<file path="config.mk">
export PLATFORM = sky130hd
export DESIGN_NAME = ram_result_streamer
export DESIGN_NICKNAME = d
export VERILOG_FILES = /design/src/rtl/npu_pkg.sv /design/src/rtl/tile_addr_gen.sv /design/src/rtl/ram_result_streamer.sv
export SDC_FILE = /design/constraint.sdc
export NUM_CORES = 1
export LEC_CHECK = 0
export CORE_MARGIN = 4
export CORE_UTILIZATION = 30
export CTS_CLUSTER_DIAMETER = 50
export DETAILED_ROUTE_END_ITERATION = 10
export GPL_ROUTABILITY_DRIVEN = 1
export SYNTH_ARGS = -nofsm -noshare
export SYNTH_HDL_FRONTEND = slang
export SYNTH_HIERARCHICAL = 1
export SYNTH_SLANG_ARGS = --single-unit
</file>
<file path="constraint.sdc">
create_clock -name clk -period 8 [get_ports clk]
set_input_delay 1.2 -clock clk [delete_from_list [all_inputs] [get_ports clk]]
set_output_delay 1.2 -clock clk [all_outputs]
set_load 0.03 [all_outputs]
</file>
<file path="src/rtl/npu_pkg.sv">
// Shared NPU image constants and the result streamer state type.
// Used by the NPU top, the VGA path and the result streamer.
package npu_pkg;

    localparam int IMG_W      = 400;
    localparam int IMG_H      = 400;
    localparam int TILE       = 10;
    localparam int IMG_PIXELS = IMG_W * IMG_H;

    typedef enum logic [2:0] {
        RS_IDLE,
        RS_ISSUE,
        RS_WAIT,
        RS_PRESENT,
        RS_FIN
    } rs_state_t;

endpackage

</file>
<file path="src/rtl/tile_addr_gen.sv">
// Pixel position counters yielding a RAM address in raster or tile order.
// Latency: addr/is_last are combinational from the counters; advance takes effect next cycle.
// Backpressure: none internally; the owner holds advance low to stall.
module tile_addr_gen
    import npu_pkg::*;
#(
    parameter int IMG_W = npu_pkg::IMG_W,
    parameter int IMG_H = npu_pkg::IMG_H,
    parameter int TILE  = npu_pkg::TILE
) (
    input  logic        clk,
    input  logic        rst,
    input  logic        clear,
    input  logic        advance,
    input  logic        mode,
    output logic [18:0] addr,
    output logic        is_last
);

    localparam logic [9:0] X_MAX  = 10'(IMG_W - 1);
    localparam logic [9:0] Y_MAX  = 10'(IMG_H - 1);
    localparam logic [9:0] T_MAX  = 10'(TILE - 1);
    localparam logic [9:0] TX_MAX = 10'(IMG_W / TILE - 1);
    localparam logic [9:0] TY_MAX = 10'(IMG_H / TILE - 1);

    logic [9:0]  x, y, c, r, tx, ty;
    logic [18:0] raster_addr, tile_addr;

    always_ff @(posedge clk or negedge rst) begin
        if (!rst) begin
            x <= '0; y <= '0; c <= '0; r <= '0; tx <= '0; ty <= '0;
        end else if (clear) begin
            x <= '0; y <= '0; c <= '0; r <= '0; tx <= '0; ty <= '0;
        end else if (advance) begin
            if (mode) begin
                // col -> row -> tile x -> tile y, same walk as the writer
                if (c != T_MAX) begin
                    c <= c + 10'd1;
                end else begin
                    c <= '0;
                    if (r != T_MAX) begin
                        r <= r + 10'd1;
                    end else begin
                        r <= '0;
                        if (tx != TX_MAX) begin
                            tx <= tx + 10'd1;
                        end else begin
                            tx <= '0;
                            ty <= ty + 10'd1;
                        end
                    end
                end
            end else begin
                if (x != X_MAX) begin
                    x <= x + 10'd1;
                end else begin
                    x <= '0;
                    y <= y + 10'd1;
                end
            end
        end
    end

    assign raster_addr = 19'(y) * 19'(IMG_W) + 19'(x);
    assign tile_addr   = (19'(ty) * 19'(TILE) + 19'(r)) * 19'(IMG_W)
                       + 19'(tx) * 19'(TILE) + 19'(c);
    assign addr        = mode ? tile_addr : raster_addr;
    assign is_last     = mode ? (tx == TX_MAX && ty == TY_MAX && r == T_MAX && c == T_MAX)
                              : (x == X_MAX && y == Y_MAX);

endmodule

</file>
<file path="src/rtl/ram_result_streamer.sv">
// Reads the processed-image RAM back and streams one byte per valid/ready handshake.
// Latency: RAM_LAT+2 cycles per byte with m_ready held high.
// Backpressure: m_ready low stalls in PRESENT with data, address and counters frozen.
module ram_result_streamer
    import npu_pkg::*;
#(
    parameter int IMG_W   = npu_pkg::IMG_W,
    parameter int IMG_H   = npu_pkg::IMG_H,
    parameter int TILE    = npu_pkg::TILE,
    parameter int RAM_LAT = 2
) (
    input  logic        clk,
    input  logic        rst,
    input  logic        start,
    input  logic        tile_mode,
    output logic [18:0] ram_addr,
    input  logic [7:0]  ram_q,
    output logic [7:0]  m_data,
    output logic        m_valid,
    input  logic        m_ready,
    output logic        m_last,
    output logic        busy,
    output logic        done,
    output logic [17:0] rd_count
);

    localparam logic [3:0] LAT_INIT = 4'(RAM_LAT - 1);

    rs_state_t   state;
    logic [3:0]  lat_cnt;
    logic        mode_q;
    logic        gen_clear, gen_adv, gen_last;
    logic [18:0] gen_addr;

    assign gen_clear = (state == RS_IDLE) && start;
    assign gen_adv   = (state == RS_PRESENT) && m_ready && !m_last;

    tile_addr_gen #(
        .IMG_W (IMG_W),
        .IMG_H (IMG_H),
        .TILE  (TILE)
    ) u_addr_gen (
        .clk     (clk),
        .rst     (rst),
        .clear   (gen_clear),
        .advance (gen_adv),
        .mode    (mode_q),
        .addr    (gen_addr),
        .is_last (gen_last)
    );

    always_ff @(posedge clk or negedge rst) begin
        if (!rst) begin
            state    <= RS_IDLE;
            lat_cnt  <= '0;
            mode_q   <= 1'b0;
            ram_addr <= '0;
            m_data   <= '0;
            m_valid  <= 1'b0;
            m_last   <= 1'b0;
            busy     <= 1'b0;
            done     <= 1'b0;
            rd_count <= '0;
        end else begin
            case (state)
                RS_IDLE: begin
                    if (start) begin
                        mode_q   <= tile_mode;
                        rd_count <= '0;
                        busy     <= 1'b1;
                        state    <= RS_ISSUE;
                    end
                end
                RS_ISSUE: begin
                    ram_addr <= gen_addr;
                    rd_count <= rd_count + 18'd1;
                    lat_cnt  <= LAT_INIT;
                    state    <= RS_WAIT;
                end
                RS_WAIT: begin
                    if (lat_cnt == 4'd0) begin
                        m_data  <= ram_q;
                        m_valid <= 1'b1;
                        m_last  <= gen_last;
                        state   <= RS_PRESENT;
                    end else begin
                        lat_cnt <= lat_cnt - 4'd1;
                    end
                end
                RS_PRESENT: begin
                    if (m_ready) begin
                        m_valid <= 1'b0;
                        m_last  <= 1'b0;
                        if (m_last) begin
                            // done is visible during FIN so a start in that cycle is dropped
                            done  <= 1'b1;
                            state <= RS_FIN;
                        end else begin
                            state <= RS_ISSUE;
                        end
                    end
                end
                RS_FIN: begin
                    done  <= 1'b0;
                    busy  <= 1'b0;
                    state <= RS_IDLE;
                end
                default: state <= RS_IDLE;
            endcase
        end
    end

endmodule
</file>
==> results of run 1 <==
-- worst max-delay path: cells and delay by family, from the launching register on --
kind | cells | cell delay, ns
AOI/OAI and AO/OA | 6 | 1.17
xor gates and xnor gates | 2 | 0.42
buffers and inverters | 4 | 0.23
and+or+nand+nor | 8 | 1.42
adders and majority gates | 8 | 2.79
DFF | 1 | 0.46
-- layout make-up --
cell class | instances | area (µm²) | area share
inverter | 119 | 447 | 0.0372
clock buffer | 17 | 425 | 0.0354
timing repair buffer | 66 | 646 | 0.0538
clock inverter | 15 | 159 | 0.0132
tap | 448 | 561 | 0.0467
multi-input combinational | 923 | 6840 | 0.570
sequential | 117 | 2930 | 0.244
-- power groups by stage --
| stage | registers, mW | logic (mW) | clock network, mW |
|---|---|---|---|
| floorplan | 0.977 | 1.77 | 0 |
| global placement | 0.865 | 2.48 | 0 |
| detailed placement | 0.868 | 2.50 | 0 |
| CTS | 0.858 | 2.54 | 0.787 |
| global route | 0.880 | 2.83 | 0.813 |
| finish | 0.855 | 2.52 | 0.765 |
-- synthesized netlist by cell type, types with 7 or more instances --
library cell	n
ha_1	147
nand2_1	134
dfrtp_1	117
nand4_1	17
or3_1	18
xnor2_1	52
nor2b_1	10
fa_1	25
inv_1	119
and3_1	19
o211ai_1	8
mux2_2	12
o21ai_0	62
nor3_1	26
xor2_1	42
nand2b_1	9
a21o_1	9
a211oi_1	8
nor4_1	7
nor2_1	103
o21a_1	12
and2_1	9
a21oi_1	55
clkbuf_1	14
mux2i_1	13
o31ai_1	8
nand3_1	46
-- flip-flops by register name, indices dropped and copies added, names as in the netlist, 3 cells and up --
register	cells
u_addr_gen/r	10
ram_addr	19
lat_cnt	4
m_data	8
u_addr_gen/y	10
u_addr_gen/ty	10
u_addr_gen/x	10
state	3
u_addr_gen/tx	10
u_addr_gen/c	10
rd_count	18
-- per-stage QoR --
| stage | setup WS [ns] | utilization | total power, mW | instance area (µm²) | instances |
|---|---|---|---|---|---|
| finish | 1.48 | 0.356 | 4.14 | 12000 | 1705 |
| floorplan | 1.99 | - | 2.75 | 10300 | 1182 |
| CTS | 1.44 | 0.356 | 4.19 | 12000 | 1705 |
| global route | 0.952 | 0.356 | 4.52 | 12000 | 1705 |
| detailed placement | 1.50 | 0.339 | 3.37 | 11400 | 1673 |
| global placement | 1.61 | 0.339 | 3.35 | 11400 | 1673 |
-- per-layer routing --
| layer | vias to the layer above | global-route usage |
|---|---|---|
| met3 | 22 | 0.0209 |
| met1 | 3957 | 0.164 |
| met5 | - | 0 |
| li1 | 4241 | - |
| met2 | 80 | 0.219 |
| met4 | 0 | 0.0299 |
-- worst paths after layout --
path | startpoint | to | slack [ns]
hold reg to reg | rd_count[17]$_DFFE_PN0P_ | rd_count[17]$_DFFE_PN0P_ | 0.47
min in group asynchronous | rst | ram_addr[14]$_DFFE_PN0P_ | 0.86
setup reg to reg | u_addr_gen/ty[3]$_DFFE_PN0P_ | ram_addr[18]$_DFFE_PN0P_ | 1.48
hold / removal | rd_count[17]$_DFFE_PN0P_ | rd_count[17]$_DFFE_PN0P_ | 0.47
max in group asynchronous | rst | u_addr_gen/x[2]$_DFFE_PN0P_ | 5.84
setup / recovery | u_addr_gen/ty[3]$_DFFE_PN0P_ | ram_addr[18]$_DFFE_PN0P_ | 1.48
-- cell usage in the layout, fill, tap and decap left out, types with 12 or more instances in the layout --
master / n
or3_1: 18
xnor2_1: 52
mux2i_1: 13
dfrtp_1: 117
o21ai_0: 62
and3_1: 19
fa_1: 25
inv_1: 119
nand2_1: 134
nand4_1: 17
nor3_1: 26
clkdlybuf4s50_1: 60
clkbuf_16: 17
xor2_1: 42
o21a_1: 12
ha_1: 147
mux2_2: 12
nor2_1: 103
a21oi_1: 55
nand3_1: 46
-- logic make-up (layout without fill, tap and decap cells) --
kind of cell,count (synthesis),count (layout)
buffers and inverters,142,217
flip-flops,117,117
AO/OA/AOI/OAI,213,213
adder cells (fa/ha/maj),172,172
multiplexers,25,25
AND/OR/NAND/NOR,419,419
XOR/XNOR,94,94
==> results_dict.tcl, run 1 <==
set metrics [dict create \
    outcome "finished clean" \
    fmax_mhz 153 \
    dr_wl_met2_um 11600 \
    n_antenna_cell 0 \
    synth_top_family_by_area "adder cells" \
    vias 8300 \
    clock_path_buffers 2 \
    grt_pass1_vias 8195 \
    htree_levels 4 \
    cts_root_buffer "clkbuf_16" \
    hold_ws_ns 0.468 \
    insertion_delay_ns 0.43 \
    worstPathRequired_ns 8.37 \
    min_period_ns 6.52 \
    tns_ns 0 \
    nFillCells 3541 \
    gr-total-overflow 0 \
    seq_power_share 0.207 \
    synth_xor_area_frac 0.0799 \
    port_buffers 61 \
    cts.clk_slew.worst_paths_ns 0.07 \
    min_path_cells 1 \
    start_util 0.306 \
    avgSynthCellArea_um2 8.72 \
    worstMarginPinSlew_ns 0.877 \
    power_frac_comb 0.609 \
    synth_cells 1182 \
    ys_async_sr_fraction 1.00 \
    grt_usage 0.126 \
    antenna_found_initial 0 \
    grt_setup_unrepaired "no" \
    ant_nets 0 \
    numCtsBuffers 17 \
    grt_pass1_wl_um 40200 \
    area_growth_pct 16.5 \
    fin_nets 1429 \
    coreArea_um2 33700 \
    critPathLaunchType "flop" \
    netlist_area_um2 10300 \
    internal-power_mw 2.20 \
    path_max_fanout 7 \
    synth_compound_area_frac 0.136 \
    relSlewSlack 0.411 \
    dp_hpwl_um 18000 \
    hp-class "flop to flop" \
    synth_area_leaders "dfrtp_1 28%, ha_1 18%, nand2_1 4.9%" \
    cts.sinks 117 \
    dr.pass1.iters 6 \
    ys_seq_area_frac 0.284 \
    drv_slew 0 \
    fp.dieH_um 193 \
    wl_per_cell_um 13.8 \
    cts_resized 0 \
    finClkSkew_ns 0.0263 \
    yosys.area_share.simple 0.194 \
    finalCritPeriodShare 0.815 \
    yosys_warnings 6 \
    crit_type "flop to flop" \
    yosysTopAreaCell "dfrtp_1" \
    drv_cap 0 \
    rows 67 \
    critical_path_arrival_ns 6.89 \
    wl_met3_um 450 \
    drt_iter0_drc 445 \
    synthFlopType "dfrtp_1" \
    ys_ff_latch 117 \
    routed.top_layer "met4" \
    yosysUniqueCellTypes 68 \
    grt_start_max_net_pins 63 \
    syn_nets 1367 \
    ctsHoldBuffers 0 \
    p_leak_nw 5.92 \
    io_pins 62 \
    cts_tree "done" \
    drt-total-wl_um 23500 \
    clkPwrFrac 0.185 \
    ir_worst_vdd_mv 0.306 \
    place_congestion 0.791 \
    power_density_nw_per_um2 345 \
    synth_fa_ha_area_frac 0.227 \
    drc_errors 0 \
    via_per_inst 4.87 \
    crit_top_cell "ha_1" \
    fp.dieW_um 193 \
    r2r_cells 28 \
    die-area_um2 37400 \
    power.switching_mw 1.94 \
    wl_met1_um 11200 \
    synth_top_cell_area_share 0.284 \
    synth_edf_count 0 \
    synthMuxAreaShare 0.0257 \
    slowest_stage "fa_1" \
    critical_path.endpoint_type "flop" \
    setup_viol 0 \
    swShare 0.467 \
    slowest_delay_ns 0.55 \
    postCtsSetupRepairBufs 0 \
    finalHoldViolCount 0 \
    final_layout_size_suffix_gt1_frac 0.0533 \
]
No activity file was read; power rests on OpenSTA's default activity.
==> inputs of run 2 (changes only) <==
==> constraint.sdc (replaced) <==
create_clock -name clk -period 6.6 [get_ports clk]
set_input_delay 0.99 -clock clk [delete_from_list [all_inputs] [get_ports clk]]
set_output_delay 0.99 -clock clk [all_outputs]
set_load 0.03 [all_outputs]
==> results_dict.tcl, run 2 (same netlist as run 1, synthesis figures left out) <==
set metrics [dict create \
    instances_no_fill 1709 \
    worstMarginPinSlew_ns 0.891 \
    place_congestion 0.796 \
    dr.pass1.iters 4 \
    dp_hpwl_um 18100 \
    die-area_um2 37400 \
    crit_type "flop to flop" \
    drt_iter0_drc 378 \
    met2_usage 0.222 \
    reg2reg_slack_ns 0.38 \
    hold_ws_ns 0.474 \
    grt_start_max_net_pins 65 \
    outcome "finished clean" \
    critical_path_arrival_ns 6.59 \
    wl_per_cell_um 13.9 \
    antenna_found_initial 0 \
    via_per_inst 4.85 \
    finalHoldViolCount 0 \
    regMostFlops "ram_addr" \
    post-route-util 0.361 \
    worstPathRequired_ns 6.97 \
    fp.dieW_um 193 \
    slowest_delay_ns 0.53 \
    ant_nets 0 \
    final_layout_size_suffix_gt1_frac 0.0650 \
    ctsHoldBuffers 0 \
    slowest_stage "fa_1" \
    critPathLaunchType "flop" \
    reg2reg_from "u_addr_gen/ty[1]$_DFFE_PN0P_" \
    cts_tree "done" \
    clock_path_buffers 2 \
    rows 67 \
    area_growth_pct 17.9 \
    drc_errors 0 \
    start_util 0.306 \
    htree_levels 4 \
    critical_path.endpoint_type "flop" \
    layout_common_cells "144 x ha_1, 134 x nand2_1, 119 x inv_1" \
    setup_viol 0 \
    min_period_ns 6.22 \
    power_density_nw_per_um2 426 \
    numCtsBuffers 17 \
    drt-total-wl_um 23800 \
    finalCritPeriodShare 0.942 \
    top_regs "ram_addr (19), rd_count (18)" \
    grt_pass1_wl_um 40900 \
    fin_nets 1433 \
    largest_reg_flops 19 \
    cts.clk_slew.worst_paths_ns 0.06 \
    coreArea_um2 33700 \
    gr-total-overflow 0 \
    nFillCells 3493 \
    relSlewSlack 0.406 \
    min_path_cells 1 \
    hp-start "rd_count[17]$_DFFE_PN0P_" \
    grt-busiest-layer "met2" \
    path_max_fanout 6 \
    p_leak_nw 5.95 \
    hp-class "flop to flop" \
    crit_top_cell "ha_1" \
    grt_pass1_vias 8264 \
    io_pins 62 \
    ir_worst_vdd_mv 0.305 \
    drv_cap 0 \
    drv_slew 0 \
    p_total_mw 5.18 \
    port_buffers 61 \
    r2r_cells 28 \
    insertion_delay_ns 0.43 \
    finClkSkew_ns 0.0163 \
    cts_root_buffer "clkbuf_16" \
    n_antenna_cell 0 \
    vias 8281 \
    dpl.cell_count 1674 \
    gr-usage-met3 0.0204 \
    grt_usage 0.128 \
    met1_usage 0.169 \
    startpoint "u_addr_gen/ty[1]$_DFFE_PN0P_" \
    fp.dieH_um 193 \
    cts.sinks 117 \
    fmax_mhz 161 \
    layout_commonest_cell "ha_1" \
]
[run 2: worst max-delay path, delay by kind of cell, from the launching register on]
| family | cells | cell delay, ns |
|---|---|---|
| XOR/XNOR | 2 | 0.34 |
| buffers and inverters | 4 | 0.25 |
| AO/OA/AOI/OAI | 6 | 1.10 |
| adder cells (fa/ha/maj) | 8 | 2.69 |
| AND/OR/NAND/NOR | 8 | 1.34 |
| flip-flops | 1 | 0.45 |
[run 2: cell type report]
| class | instances | area [µm²] | area share |
|---|---|---|---|
| clock buffer | 19 | 443 | 0.0365 |
| tap | 448 | 561 | 0.0461 |
| inverter | 119 | 447 | 0.0368 |
| clock inverter | 13 | 171 | 0.0141 |
| multi-input combinational | 923 | 6920 | 0.570 |
| timing repair buffer | 70 | 676 | 0.0556 |
| sequential | 117 | 2930 | 0.241 |
[run 2: power breakdown]
group	total [mW]	internal (mW)	leakage (nW)	switching, mW
clock	0.977	0.609	0.295	0.368
sequential	1.04	0.875	1.56	0.162
combinational	3.16	1.37	4.10	1.79
[run 2: what timing repair did]
action	4_1_cts	5_1_grt
endpoints found under the setup margin	0	2
endpoints found under the hold margin	0	0
buffers inserted	0	3
gates resized for setup	0	13
[run 2: stage by stage]
stage	area [µm²]	setup WS (ns)	TNS [ns]
after floorplan	10300	0.594	0
after global placement	11400	0.200	0
after detailed placement	11400	0.125	0
after CTS	12000	0.106	0
after global routing	12100	-0.0343	-0.0343
final	12100	0.384	0
[run 2: final timing paths]
path                                             to
min in group asynchronous  ram_addr[18]$_DFFE_PN0P_
setup reg to reg           ram_addr[18]$_DFFE_PN0P_
hold reg to reg            rd_count[17]$_DFFE_PN0P_
hold / removal             rd_count[17]$_DFFE_PN0P_
setup / recovery           ram_addr[18]$_DFFE_PN0P_
max in group asynchronous   rd_count[6]$_DFFE_PN0P_
[run 2: metal layers]
layer,vias up,share of wire
li1,4241,-
met1,3966,0.47
met2,59,0.50
met3,15,0.021
met4,0,0.0087
met5,-,0
==> patch 1: new RTL, flow settings as in run 1 <==
Put one more register stage on the output `rd_count`, without a reset. The value now appears one clock later. The other outputs are not delayed to match.
--- a/src/rtl/ram_result_streamer.sv
+++ b/src/rtl/ram_result_streamer.sv
@@ -27,2 +27,4 @@
     localparam logic [3:0] LAT_INIT = 4'(RAM_LAT - 1);
+
+    logic [17:0] rd_count_s0;
 
@@ -62,3 +64,3 @@
             done     <= 1'b0;
-            rd_count <= '0;
+            rd_count_s0 <= '0;
         end else begin
@@ -68,3 +70,3 @@
                         mode_q   <= tile_mode;
-                        rd_count <= '0;
+                        rd_count_s0 <= '0;
                         busy     <= 1'b1;
@@ -75,3 +77,3 @@
                     ram_addr <= gen_addr;
-                    rd_count <= rd_count + 18'd1;
+                    rd_count_s0 <= rd_count_s0 + 18'd1;
                     lat_cnt  <= LAT_INIT;
@@ -112,2 +114,6 @@
 
+    always_ff @(posedge clk) begin
+        rd_count <= rd_count_s0;
+    end
+
 endmodule
Behaviour: not the same (a bounded check fails within 4 cycles, from zero or initial values and one cycle with rst low).
==> patch 1 against run 1 <==
- wire length rose by 0.89%
- via count rose by 0.77%
- count of clock-buffer cells in the layout did not move
- sequential cell count rose by 18
- area after synthesis rose by 3.5%
- global-route usage fell by 0.24 points
- final area rose by 2.7%
- setup slack improved by 0.053 ns
- power rose by 1.6%
- clock power fell by 2%
- critical path depth did not move
- critical path type unchanged
- largest power group unchanged
- highest routed layer unchanged
==> patch 1: results <==
[hold_path]
whs_path_depth = 0
min_to = "rd_count[17]"
hold_path.startpoint = "rd_count_s0[17]"

[synthesis]
synth.distinct_cells = 69
synthTopCellsByArea = "dfrtp_1 27%, ha_1 17%, fa_1 4.7%"
synthArstFlopShare_pct = 86.67
synth.net_count = 1387
netlist_top_cells_count = "147 x ha_1, 127 x nand2_1, 120 x inv_1, 117 x dfrtp_1, 105 x nor2_1"
synth-seq-cells = 135
ys_seq_area_share_pct = 30.83

[layout]
drive_gt1_share_pct = 5.098
non_clock_inverter_count = 120
register_area_um2 = 3288
antenna_cells = 0
nNonClkBuffers = 65
buf_share_pct = 5.174
multi_input_area_um2 = 6827
reg_top3 = "ram_addr (19), rd_count (18), rd_count_s0 (18)"
nFillCells = 3554
clock_area_share_pct = 4.545

[clocking]
clk_latency_ns = 0.43

[global_routing]
grt_max_degree = 62
grtUsageMet2_pct = 21.83
grt_usage_pct = 12.37
grt_pass1_vias = 8398
grtUsageMet1_pct = 15.58
grt_first_pass_wirelength_um = 40270
met3_usage_pct = 2.085

[status]
status = "completed"

[route]
wl_met1_um = 11040
wl_per_cell_um = 13.68
highest_layer = "met4"
dr_wl_met2_um = 11650
viasPerCell = 4.835
wl_met3_um = 517
drt_iter0_markers = 431
drtPass1Iterations = 5

[worst_setup_path]
slowest_stage = "fa_1"
critPathMaxStageDelay_ns = 0.55
reg2reg_setup_slack_ns = 1.53
critPathTopFamily = "adder cells"
arrival_ns = 6.84

[power_and_ir_drop]
p_leak_nw = 5.990
vdd_drop_max_mv = 0.2733
p_switching_mw = 1.916

[placement]
dpl.hpwl_um = 18260
routabilityCongestion = 0.8086

[sta]
holdWs_ns = 0.4084
worstMarginPinSlew_ns = 0.8335
clock_skew_ns = 0.02560
[patch 1: power groups by stage]
stage / logic (mW) / clock network [mW] / registers, mW
2_1_floorplan: 1.78 / 0 / 1.08
3_3_place_gp: 2.47 / 0 / 0.968
3_5_place_dp: 2.50 / 0 / 0.972
4_1_cts: 2.53 / 0.774 / 0.961
5_1_grt: 2.82 / 0.805 / 0.982
6_report: 2.50 / 0.750 / 0.957
[patch 1: kinds of logic (layout without fill, tap and decap cells)]
group | count (synthesis) | after routing | share of synthesized area [%]
DFF | 135 | 135 | 30.83
adders and majority gates | 172 | 172 | 21.94
AOI/OAI and AO/OA | 219 | 219 | 13.21
buffers and inverters | 144 | 217 | 5.151
and+or+nand+nor | 416 | 416 | 18.94
xor gates and xnor gates | 94 | 94 | 7.720
muxes | 22 | 22 | 2.206
[patch 1: worst max-delay path by stage]
stage	cells after the start	start	slack (ns)	end
after floorplan	28	u_addr_gen/ty[3]	1.99	ram_addr[18]
after global placement	28	u_addr_gen/ty[3]	1.61	ram_addr[18]
after detailed placement	28	u_addr_gen/ty[3]	1.52	ram_addr[18]
after CTS	28	u_addr_gen/ty[3]	1.49	ram_addr[18]
after global routing	28	u_addr_gen/ty[3]	1.00	ram_addr[18]
final	28	u_addr_gen/ty[3]	1.53	ram_addr[18]
[patch 1: stage by stage]
step           util, %  instances  total power, mW  worst slack [ns]  cell area, µm²
5_1_grt          35.44       1730            4.610             1.003           12330
6_report         35.44       1730            4.205             1.529           12330
2_1_floorplan        -       1202            2.852             1.994           10660
3_5_place_dp     33.83       1698            3.471             1.521           11770
3_3_place_gp     33.83       1698            3.440             1.613           11770
4_1_cts          35.44       1730            4.266             1.487           12330
==> patch 2: new RTL, settings of run 1 <==
Made on the original files. Encoding of `rs_state_t`: now one-hot (5 bits for 5 states).
--- a/src/rtl/npu_pkg.sv
+++ b/src/rtl/npu_pkg.sv
@@ -9,8 +9,8 @@
 
-    typedef enum logic [2:0] {
-        RS_IDLE,
-        RS_ISSUE,
-        RS_WAIT,
-        RS_PRESENT,
-        RS_FIN
+    typedef enum logic [4:0] {
+        RS_IDLE    = 5'b00001,
+        RS_ISSUE   = 5'b00010,
+        RS_WAIT    = 5'b00100,
+        RS_PRESENT = 5'b01000,
+        RS_FIN     = 5'b10000
     } rs_state_t;
Formal check against the unedited RTL: no difference found for any inputs over 10 cycles, from zero or initial values and one cycle with rst low; not proved beyond that.
==> patch 2 against run 1 <==
- final area increased by 0.61%
- power is 3.7% lower
- critical path type unchanged
- setup slack got worse by 0.041 ns
- clock skew is 0.012 ns lower
- area after synthesis rose by 0.75%
- sequential cell count is 2 higher
- die area up 0.73%
- via count rose by 0.87%
- largest power group unchanged
- wire length increased by 1.0%
- largest cell class unchanged
- clock power is 2.7% lower
==> patch 2: results <==
[status]
status = "completed"

[clocking]
cts_max_path_buffers = 2

[worst_setup_path]
reg2reg_setup_slack_ns = 1.44
arrival_ns = 6.91

[route]
finalWirelength_um = 23710
drtPass1Iterations = 5
drt_iter0_markers = 370
viasPerCell = 4.896
vias = 8372

[synthesis]
avgSynthCellArea_um2 = 8.763
synthTopCellsByArea = "dfrtp_1 28%, ha_1 18%, fa_1 4.8%"
netlist_top_cells_count = "147 x ha_1, 133 x nand2_1, 118 x dfrtp_1, 116 x inv_1, 102 x nor2_1"
synth.distinct_cells = 69
ys_seq_area_share_pct = 28.69

[placement]
routabilityCongestion = 0.8103
dpl.hpwl_um = 18110
dp.cells = 1678

[hold_path]
whs_path_depth = 2
hold_path.startpoint = "ram_addr[15]"

[global_routing]
grt_first_pass_wirelength_um = 40280
grt_pass1_vias = 8297
grt_max_degree = 64

[layout]
final_nets = 1434

[power_and_ir_drop]
intPower_mw = 2.167
vdd_drop_max_mv = 0.2542
p_leak_nw = 5.955
## patch 2: cell types whose count changed in the layout (fill, tap and decap cells not counted), moves of 3 or more
cell,before,now
mux2i_1,13,17
a21oi_1,55,52
inv_1,119,116
inv_8,6,0
and3_1,19,22
xnor2_1,52,55
o21ai_0,62,57
clkinv_4,1,4
nand4_1,17,20
## patch 2: metal layers
| layer | global-route usage [%] | up-vias | routed length [µm] |
|---|---|---|---|
| li1 | - | 4262 | - |
| met1 | 16.77 | 4012 | 11410 |
| met2 | 21.32 | 82 | 11490 |
| met3 | 2.137 | 16 | 572 |
| met4 | 3.281 | 0 | 231 |
| met5 | 0 | - | 0 |
## patch 2: power by group through the flow
stage,Clock [mW],Combinational (mW),Sequential (mW)
2_1_floorplan,0,1.72,0.921
3_3_place_gp,0,2.42,0.816
3_5_place_dp,0,2.43,0.820
4_1_cts,0.772,2.46,0.811
5_1_grt,0.799,2.78,0.827
6_report,0.744,2.43,0.810
## patch 2: final cells by class
cell class	count	area, µm²
Fill cell	3506	21790
Multi-Input combinational cell	928	6884
Sequential cell	119	2979
Timing Repair Buffer	67	653.1
Tap cell	448	560.5
Clock buffer	20	446.7
Inverter	116	435.4
Clock inverter	12	118.9
## patch 2: cell families after synthesis
family	Yosys count	synth area share, %
buffers and inverters	138	5.037
multiplexers	30	3.049
AND/OR/NAND/NOR	428	19.88
AO/OA/AOI/OAI	202	12.71
adder cells (fa/ha/maj)	172	22.53
flip-flops	119	28.69
XOR/XNOR	96	8.097
## patch 2: stage by stage
step,setup WS (ns),cell area (µm²),hold slack [ns]
after CTS,1.439,12080,0.4838
after global routing,0.9051,12080,0.4984
final,1.436,12080,0.4773
after global placement,1.607,11510,0.4607
after floorplan,1.994,10380,0.4931
after detailed placement,1.479,11510,0.4613
